`config.mk`:
```
export PLATFORM = sky130hd
export DESIGN_NAME = demultiplexer1to2_buffered
export DESIGN_NICKNAME = d
export VERILOG_FILES = /design/src/rtl/demultiplexer1to2_buffered.sv
export SDC_FILE = /design/constraint.sdc
export NUM_CORES = 1
export LEC_CHECK = 0
export BUFFER_PORTS_ARGS = -buffer_cell sky130_fd_sc_hd__buf_2
export CAP_MARGIN = 30
export CORE_MARGIN = 8
export CORE_UTILIZATION = 40
export DETAILED_ROUTE_END_ITERATION = 6
export PLACE_DENSITY = 0.73
export SKIP_CTS_REPAIR_TIMING = 1
export SYNTH_ARGS = -nofsm -noshare
export SYNTH_HDL_FRONTEND = slang
export SYNTH_SLANG_ARGS = --single-unit
```
`constraint.sdc`:
```
create_clock -name clk -period 2.7 [get_ports clk]
set_input_delay 0.54 -clock clk [delete_from_list [all_inputs] [get_ports clk]]
set_output_delay 0.54 -clock clk [all_outputs]
set_load 0.02 [all_outputs]
```
`src/rtl/demultiplexer1to2_buffered.sv`:
```
// 1-to-2 stream demultiplexer with a one-entry registered holding stage per output.
// Optional per-side accept counters (count0/count1) are enabled by DEMUX_TRANSFER_COUNT_EN.

module demux_hold_stage #(
  parameter int unsigned NBITS = 32
) (
  input  logic             clk,
  input  logic             reset,
  input  logic             load,
  input  logic [NBITS-1:0] load_data,
  input  logic             ready,
  output logic             valid,
  output logic [NBITS-1:0] data,
  output logic             can_load
);

  typedef enum logic {
    EMPTY = 1'b0,
    FULL  = 1'b1
  } state_t;

  state_t           state;
  state_t           state_next;
  logic [NBITS-1:0] data_q;

  always_ff @(posedge clk) begin
    if (reset) begin
      state  <= EMPTY;
      data_q <= '0;
    end else begin
      state <= state_next;
      if (load) begin
        data_q <= load_data;
      end
    end
  end

  // A drain and a load in the same cycle keep the stage FULL with the new word.
  always_comb begin
    state_next = state;
    case (state)
      EMPTY: if (load) state_next = FULL;
      FULL:  if (ready && !load) state_next = EMPTY;
      default: state_next = EMPTY;
    endcase
  end

  assign valid    = (state == FULL);
  assign data     = data_q;
  assign can_load = ~valid | ready;

endmodule

module demultiplexer1to2_buffered #(
  parameter int unsigned NBITS = 32
) (
  input  logic             clk,
  input  logic             reset,
  input  logic             in_valid,
  output logic             in_ready,
  input  logic             in_selector,
  input  logic [NBITS-1:0] in_data,
  output logic             out0_valid,
  input  logic             out0_ready,
  output logic [NBITS-1:0] out0_data,
  output logic             out1_valid,
  input  logic             out1_ready,
  output logic [NBITS-1:0] out1_data
`ifdef DEMUX_TRANSFER_COUNT_EN
  ,
  output logic [15:0]      count0,
  output logic [15:0]      count1
`endif
);

  logic can_load0;
  logic can_load1;
  logic accept;
  logic load0;
  logic load1;

  // Readiness depends only on the selected side's stage.
  assign in_ready = in_selector ? can_load1 : can_load0;
  assign accept   = in_valid & in_ready;
  assign load0    = accept & ~in_selector;
  assign load1    = accept & in_selector;

  demux_hold_stage #(.NBITS(NBITS)) u_stage0 (
    .clk       (clk),
    .reset     (reset),
    .load      (load0),
    .load_data (in_data),
    .ready     (out0_ready),
    .valid     (out0_valid),
    .data      (out0_data),
    .can_load  (can_load0)
  );

  demux_hold_stage #(.NBITS(NBITS)) u_stage1 (
    .clk       (clk),
    .reset     (reset),
    .load      (load1),
    .load_data (in_data),
    .ready     (out1_ready),
    .valid     (out1_valid),
    .data      (out1_data),
    .can_load  (can_load1)
  );

`ifdef DEMUX_TRANSFER_COUNT_EN
  logic [15:0] count0_q;
  logic [15:0] count1_q;

  always_ff @(posedge clk) begin
    if (reset) begin
      count0_q <= '0;
      count1_q <= '0;
    end else begin
      if (load0) count0_q <= count0_q + 16'd1;
      if (load1) count1_q <= count1_q + 16'd1;
    end
  end

  assign count0 = count0_q;
  assign count1 = count1_q;
`endif

endmodule

```
==> metrics.md, run 1 <==
| Metric | Value |
|---|---|
| Nets | 392 |
| Post-DP Area | 3310 um^2 |
| Worst hold path type | register to register |
| Number of global-route vias before repair | 2171 |
| Final setup TNS | 0 ps |
| Setup violators final | 0 |
| CTS tree | done |
| Fillers | 637 |
| Unrepaired setup endpoints after global routing | no |
| Critical-path cell list | buf_2, nand2b_4, mux2_2, buf_2 |
| Clk_lat worst skew | 320 ps |
| Diode count | 0 |
| CP Launch Type | primary input |
| Total core area | 6760 um^2 |
| Vias | 2005 |
| Synth Instances | 253 |
| Netlist cell types | 15 |
| Slew Viols, Final | 0 |
| Peak VDD IR | 0.000234 V |
| Relative slew slack | 65.3% |
| Crit. End Element | output pin |
| Total CTS buffers | 9 |
| Worst path max stage delay | 260 ps |
| CP dominant cell by count | buf_2 |
| Clock Tree Buf Depth | 2 |
| Final hold viol count | 0 |
| GRT overflow | 0 |
| Clock Skew | 7.36 ps |
| H-tree depth | 3 |
| Post-route cell area | 3530 um^2 |
| DP Wirelength | 4440 um |
| Initial Util | 41.0% |
| Slowest cell on the critical path | mux2_2 |
| Fmax achieved | 574 MHz |
| WP buf/inv | 2 |
| Max_cap viols | 0 |
| Via/cell ratio | 4.57 |
| Avg Inst Size Synth | 10.9 um^2 |
| CP Class | primary input to output pin |
| Drc violations | 0 |
| Top cell family by delay on the critical path | buffers and inverters |
| First-pass GRT wire length | 10100 um |
| Crit-path max FO | 4 |
| Pwr dens | 639 nW/um^2 |
| Reg clk slew, reported paths | 70 ps |
| Clk sinks | 66 |
| Fraction of layout cells with a size suffix above 1 | 35.4% |
| Drt first pass iters | 4 |
| Routed WL per cell | 13.9 um |
| Worst Path Arrival | 1200 ps |
| Flops & latches, synth | 66 |
| Synth Net Count | 291 |
| Die footprint | 9840 um^2 |
| Synthesized area | 2770 um^2 |
| Chip Width | 99.2 um |
| Critical path required time | 2160 ps |
| Top Ports | 105 |
| Area growth syn-to-layout | 27.3% |
| Register area share after synthesis | 47.7% |
| Most frequent cells in the layout | 104 x buf_2, 96 x nand2b_1, 66 x dfxtp_1 |
| Root Driver | clkbuf_8 |
| Worst slew pin tran | 520 ps |
| Yosys warning total | 0 |
| Min Tclk post-route | 1740 ps |
| Final WL | 6100 um |
| Die height | 99.2 um |
| GP Congestion | 0.678 |
| P_leak | 1.75 nW |
| Detailed Route Iter0 Violations | 60 |
| Pin count of the biggest net entering global routing | 59 |
| Final period utilization | 64.6% |
| All-Layer GR Usage | 12.6% |
| Initial antenna violation count | 0 |
| Port Buf Inserts | 104 |
| Routed Antenna Nets | 0 |
| Commonest non-fill, non-tap cell in the layout | buf_2 |
| Std cell rows | 30 |
| Status | finished clean |
[synthesized netlist by cell type, drive strengths merged]
master | instances | share of area (%)
nand3 | 1 | 0.18
nand3b | 1 | 0.27
dfxtp | 66 | 48
mux2i | 64 | 23
and3b | 1 | 0.32
nand2b | 98 | 23
buf | 9 | 3.3
and3 | 1 | 0.41
mux2 | 1 | 0.41
clkbuf | 9 | 1.2
a21oi | 2 | 0.36
[metrics by stage]
step | util, % | hold WS (ps) | setup slack (ps) | cells | total power, W
finish | 52.2 | 470 | 957 | 439 | 0.00225
global route | 52.2 | 488 | 916 | 439 | 0.00236
CTS | 52.2 | 475 | 933 | 439 | 0.00230
detailed placement | 48.9 | 462 | 952 | 423 | 0.00138
global placement | 48.9 | 456 | 961 | 423 | 0.00137
floorplan | - | 546 | 1170 | 253 | 0.00128
[power by group]
part	switching, W	total (W)	internal (W)
sequential	0.0000270	0.00105	0.00103
clock	0.000360	0.000902	0.000543
combinational	0.000166	0.000298	0.000132
total	0.000553	0.00225	0.00170
[worst reg2reg max path: cells and delay by family, from the launching register on]
family,cells,cell delay [ps]
flip-flops,1,330
buffers and inverters,1,300
AND/OR/NAND/NOR,2,250
multiplexers,1,240
[cell type report]
type / instances / area [um^2] / area share [%]
clock buffers: 11 / 141 / 4.01
flip-flops and latches: 66 / 1320 / 37.5
multi-input cells: 169 / 1320 / 37.5
repair buffers: 108 / 563 / 16.0
well taps: 80 / 100 / 2.84
clock inverters: 5 / 77.6 / 2.20
[path summary, 6_finish.rpt]
path / startpoint / endpoint / slack (ps) / cells past startpoint
hold / removal: u_stage0.data[18] / u_stage0.data[18] / 470 / 2
setup reg to reg: u_stage0.valid / u_stage0.data[20] / 1510 / 4
hold reg to reg: u_stage0.data[18] / u_stage0.data[18] / 470 / 2
setup / recovery: out1_ready / in_ready / 960 / 4
[sequential cells by signal, summed over array words and instances (netlist names)]
| register | flops |
|---|---|
| u_stage1.data | 32 |
| u_stage0.data | 32 |
| u_stage0.valid | 1 |
| u_stage1.valid | 1 |
[per-layer routing]
layer  part of all wire, %  up-vias  GRT usage (%)  wire length (um)
met1                    42      903           13.4              2590
li1                      -     1030              -                 -
met2                    47       63           20.8              2880
met4                   1.3        0           5.24                77
met3                   9.1        9           5.94               556
met5                     0        -              0                 0
[cell families after synthesis]
kind of cell / after synthesis / share of synthesized area (%)
and+or+nand+nor: 102 / 23.8
DFF: 66 / 47.7
muxes: 65 / 23.5
buffers and inverters: 18 / 4.56
AOI/OAI and AO/OA: 2 / 0.361
Power figures use the tool's default switching activity.
==> run 2: changes to the inputs <==
Clock period 2.7 ns to 1.8 ns, I/O delays scaled along.
==> metrics.md, run 2 (same netlist as run 1, synthesis figures left out) <==
| Metric | Value |
|---|---|
| Vias | 1996 (was 2005) |
| Std cell rows | 30 (unchanged) |
| Nets | 392 (unchanged) |
| Clock Skew | 8.14 ps (was 7.36 ps) |
| CTS tree | done (unchanged) |
| Setup violators final | 0 (unchanged) |
| Fraction of layout cells with a size suffix above 1 | 35.7% (was 35.4%) |
| Routed WL per cell | 14.0 um (was 13.9 um) |
| All-Layer GR Usage | 12.5% (was 12.6%) |
| Fillers | 643 (was 637) |
| Reg area | 1320 um^2 (unchanged) |
| Crit-path max FO | 4 (unchanged) |
| H-tree depth | 3 (unchanged) |
| Clk sinks | 66 (unchanged) |
| Final period utilization | 87.3% |
| Drc violations | 0 (unchanged) |
| Crit. End Element | output pin (unchanged) |
| Slew Viols, Final | 0 (unchanged) |
| Clk_lat worst skew | 330 ps (was 320 ps) |
| Number of global-route vias before repair | 2084 (was 2171) |
| Pre-CTS WS | 415 ps (was 952 ps) |
| Worst Path Arrival | 1210 ps (was 1200 ps) |
| P_leak | 1.75 nW (about the same) |
| Final WL | 6160 um (was 6100 um) |
| Top cell family by delay on the critical path | flip-flops (was buffers and inverters) |
| CP Launch Type | register (was primary input) |
| Die footprint | 9840 um^2 (unchanged) |
| Die height | 99.2 um (unchanged) |
| Initial Util | 41.0% (unchanged) |
| Worst path max stage delay | 390 ps (was 260 ps) |
| Total CTS buffers | 9 (unchanged) |
| Routed Antenna Nets | 0 (unchanged) |
| Diode count | 0 (unchanged) |
| Setup ws final | 229 ps (was 957 ps) |
| Area growth syn-to-layout | 27.1% (was 27.3%) |
| Commonest non-fill, non-tap cell in the layout | buf_2 (unchanged) |
| Final hold viol count | 0 (unchanged) |
| First-pass GRT wire length | 9950 um (was 10100 um) |
| GP Congestion | 0.685 (was 0.678) |
| Chip Width | 99.2 um (unchanged) |
| Total core area | 6760 um^2 (unchanged) |
| GRT overflow | 0 (unchanged) |
| Fmax achieved | 636 MHz |
| Top Ports | 105 (unchanged) |
| Unrepaired setup endpoints after global routing | no (unchanged) |
| Port Buf Inserts | 104 (unchanged) |
| Relative slew slack | 78.9% (was 65.3%) |
| Critical path required time | 1440 ps (was 2160 ps) |
| Pwr dens | 929 nW/um^2 (was 639 nW/um^2) |
| Most frequent cells in the layout | 104 x buf_2, 96 x nand2b_1, 66 x dfxtp_1 (unchanged) |
| CP Class | register to output pin (was primary input to output pin) |
| Slowest cell on the critical path | dfxtp_1 (was mux2_2) |
| DP Wirelength | 4350 um (was 4440 um) |
| Max_cap viols | 0 (unchanged) |
| Status | finished clean (unchanged) |
| WP buf/inv | 1 (was 2) |
| Pin count of the biggest net entering global routing | 99 (was 59) |
| Area of the multi-input gates | 1320 um^2 (unchanged) |
| Drt first pass iters | 4 (unchanged) |
| Critical-path cell list | nand2b_4, mux2_2, buf_2 (was buf_2, nand2b_4, mux2_2, buf_2) |
| Min Tclk post-route | 1570 ps |
| Final setup TNS | 0 ps (unchanged) |
| Worst slew pin tran | 316 ps (was 520 ps) |
| Detailed Route Iter0 Violations | 80 (was 60) |
| Worst hold path type | primary input to register (was register to register) |
| Via/cell ratio | 4.55 (was 4.57) |
| Initial antenna violation count | 0 (unchanged) |
| Root Driver | clkbuf_8 (unchanged) |
| Peak VDD IR | 0.000381 V (was 0.000234 V) |
| Clock Tree Buf Depth | 2 (unchanged) |
| Reg clk slew, reported paths | 80 ps (was 70 ps) |
## run 2: changes by cell type in the layout (fill, tap and decap cells not counted)
cell       previous run  this run
buf_12                1         2
buf_4                 3         2
bufinv_16             2         1
clkbuf_1              1         0
clkinv_4              0         1
inv_6                 0         1
## run 2: routing by layer
layer	routed length [um]	GRT usage, %	share of wire, %
met1	2660	13.3	43
met5	0	0	0
met4	90	6.40	1.5
met3	628	6.42	10
met2	2780	19.9	45
## run 2: power breakdown
part           switching, W  total [W]  internal (W)
clock              0.000561    0.00124      0.000680
sequential        0.0000405    0.00158       0.00154
combinational      0.000252   0.000453      0.000201
total              0.000854    0.00327       0.00242
## run 2: final cells by class
class | count | share of cell area, %
multi-input cells | 169 | 37.5
flip-flops and latches | 66 | 37.5
well taps | 80 | 2.84
clock inverters | 6 | 1.85
repair buffers | 108 | 16.3
clock buffers | 10 | 3.91
## run 2: path summary, 6_finish.rpt
path                                        start           endpoint  slack, ps  cells past startpoint
worst min-delay path                   in_data[3]   u_stage0.data[3]        310                      3
worst max register to register     u_stage0.valid  u_stage0.data[21]        630                      4
worst min register to register  u_stage1.data[11]  u_stage1.data[11]        470                      2
worst max-delay path               u_stage1.valid           in_ready        230                      3
## run 2: stage by stage
| stage | hold slack [ps] | utilization, % | cell area (um^2) | total power (W) | cells |
|---|---|---|---|---|---|
| 2_1_floorplan | 536 | - | 2770 | 0.00192 | 253 |
| 3_3_place_gp | 455 | 49.1 | 3320 | 0.00206 | 423 |
| 3_5_place_dp | 459 | 49.1 | 3320 | 0.00207 | 423 |
| 4_1_cts | 295 | 52.1 | 3520 | 0.00333 | 439 |
| 5_1_grt | 302 | 52.1 | 3520 | 0.00342 | 439 |
| 6_report | 311 | 52.1 | 3520 | 0.00327 | 439 |
## run 2: worst register-to-register path, delay by kind of cell, from the launching register on
kind,cells,cell delay (ps)
flops,1,330
buf+inv,1,290
simple gates,2,240
mux,1,240
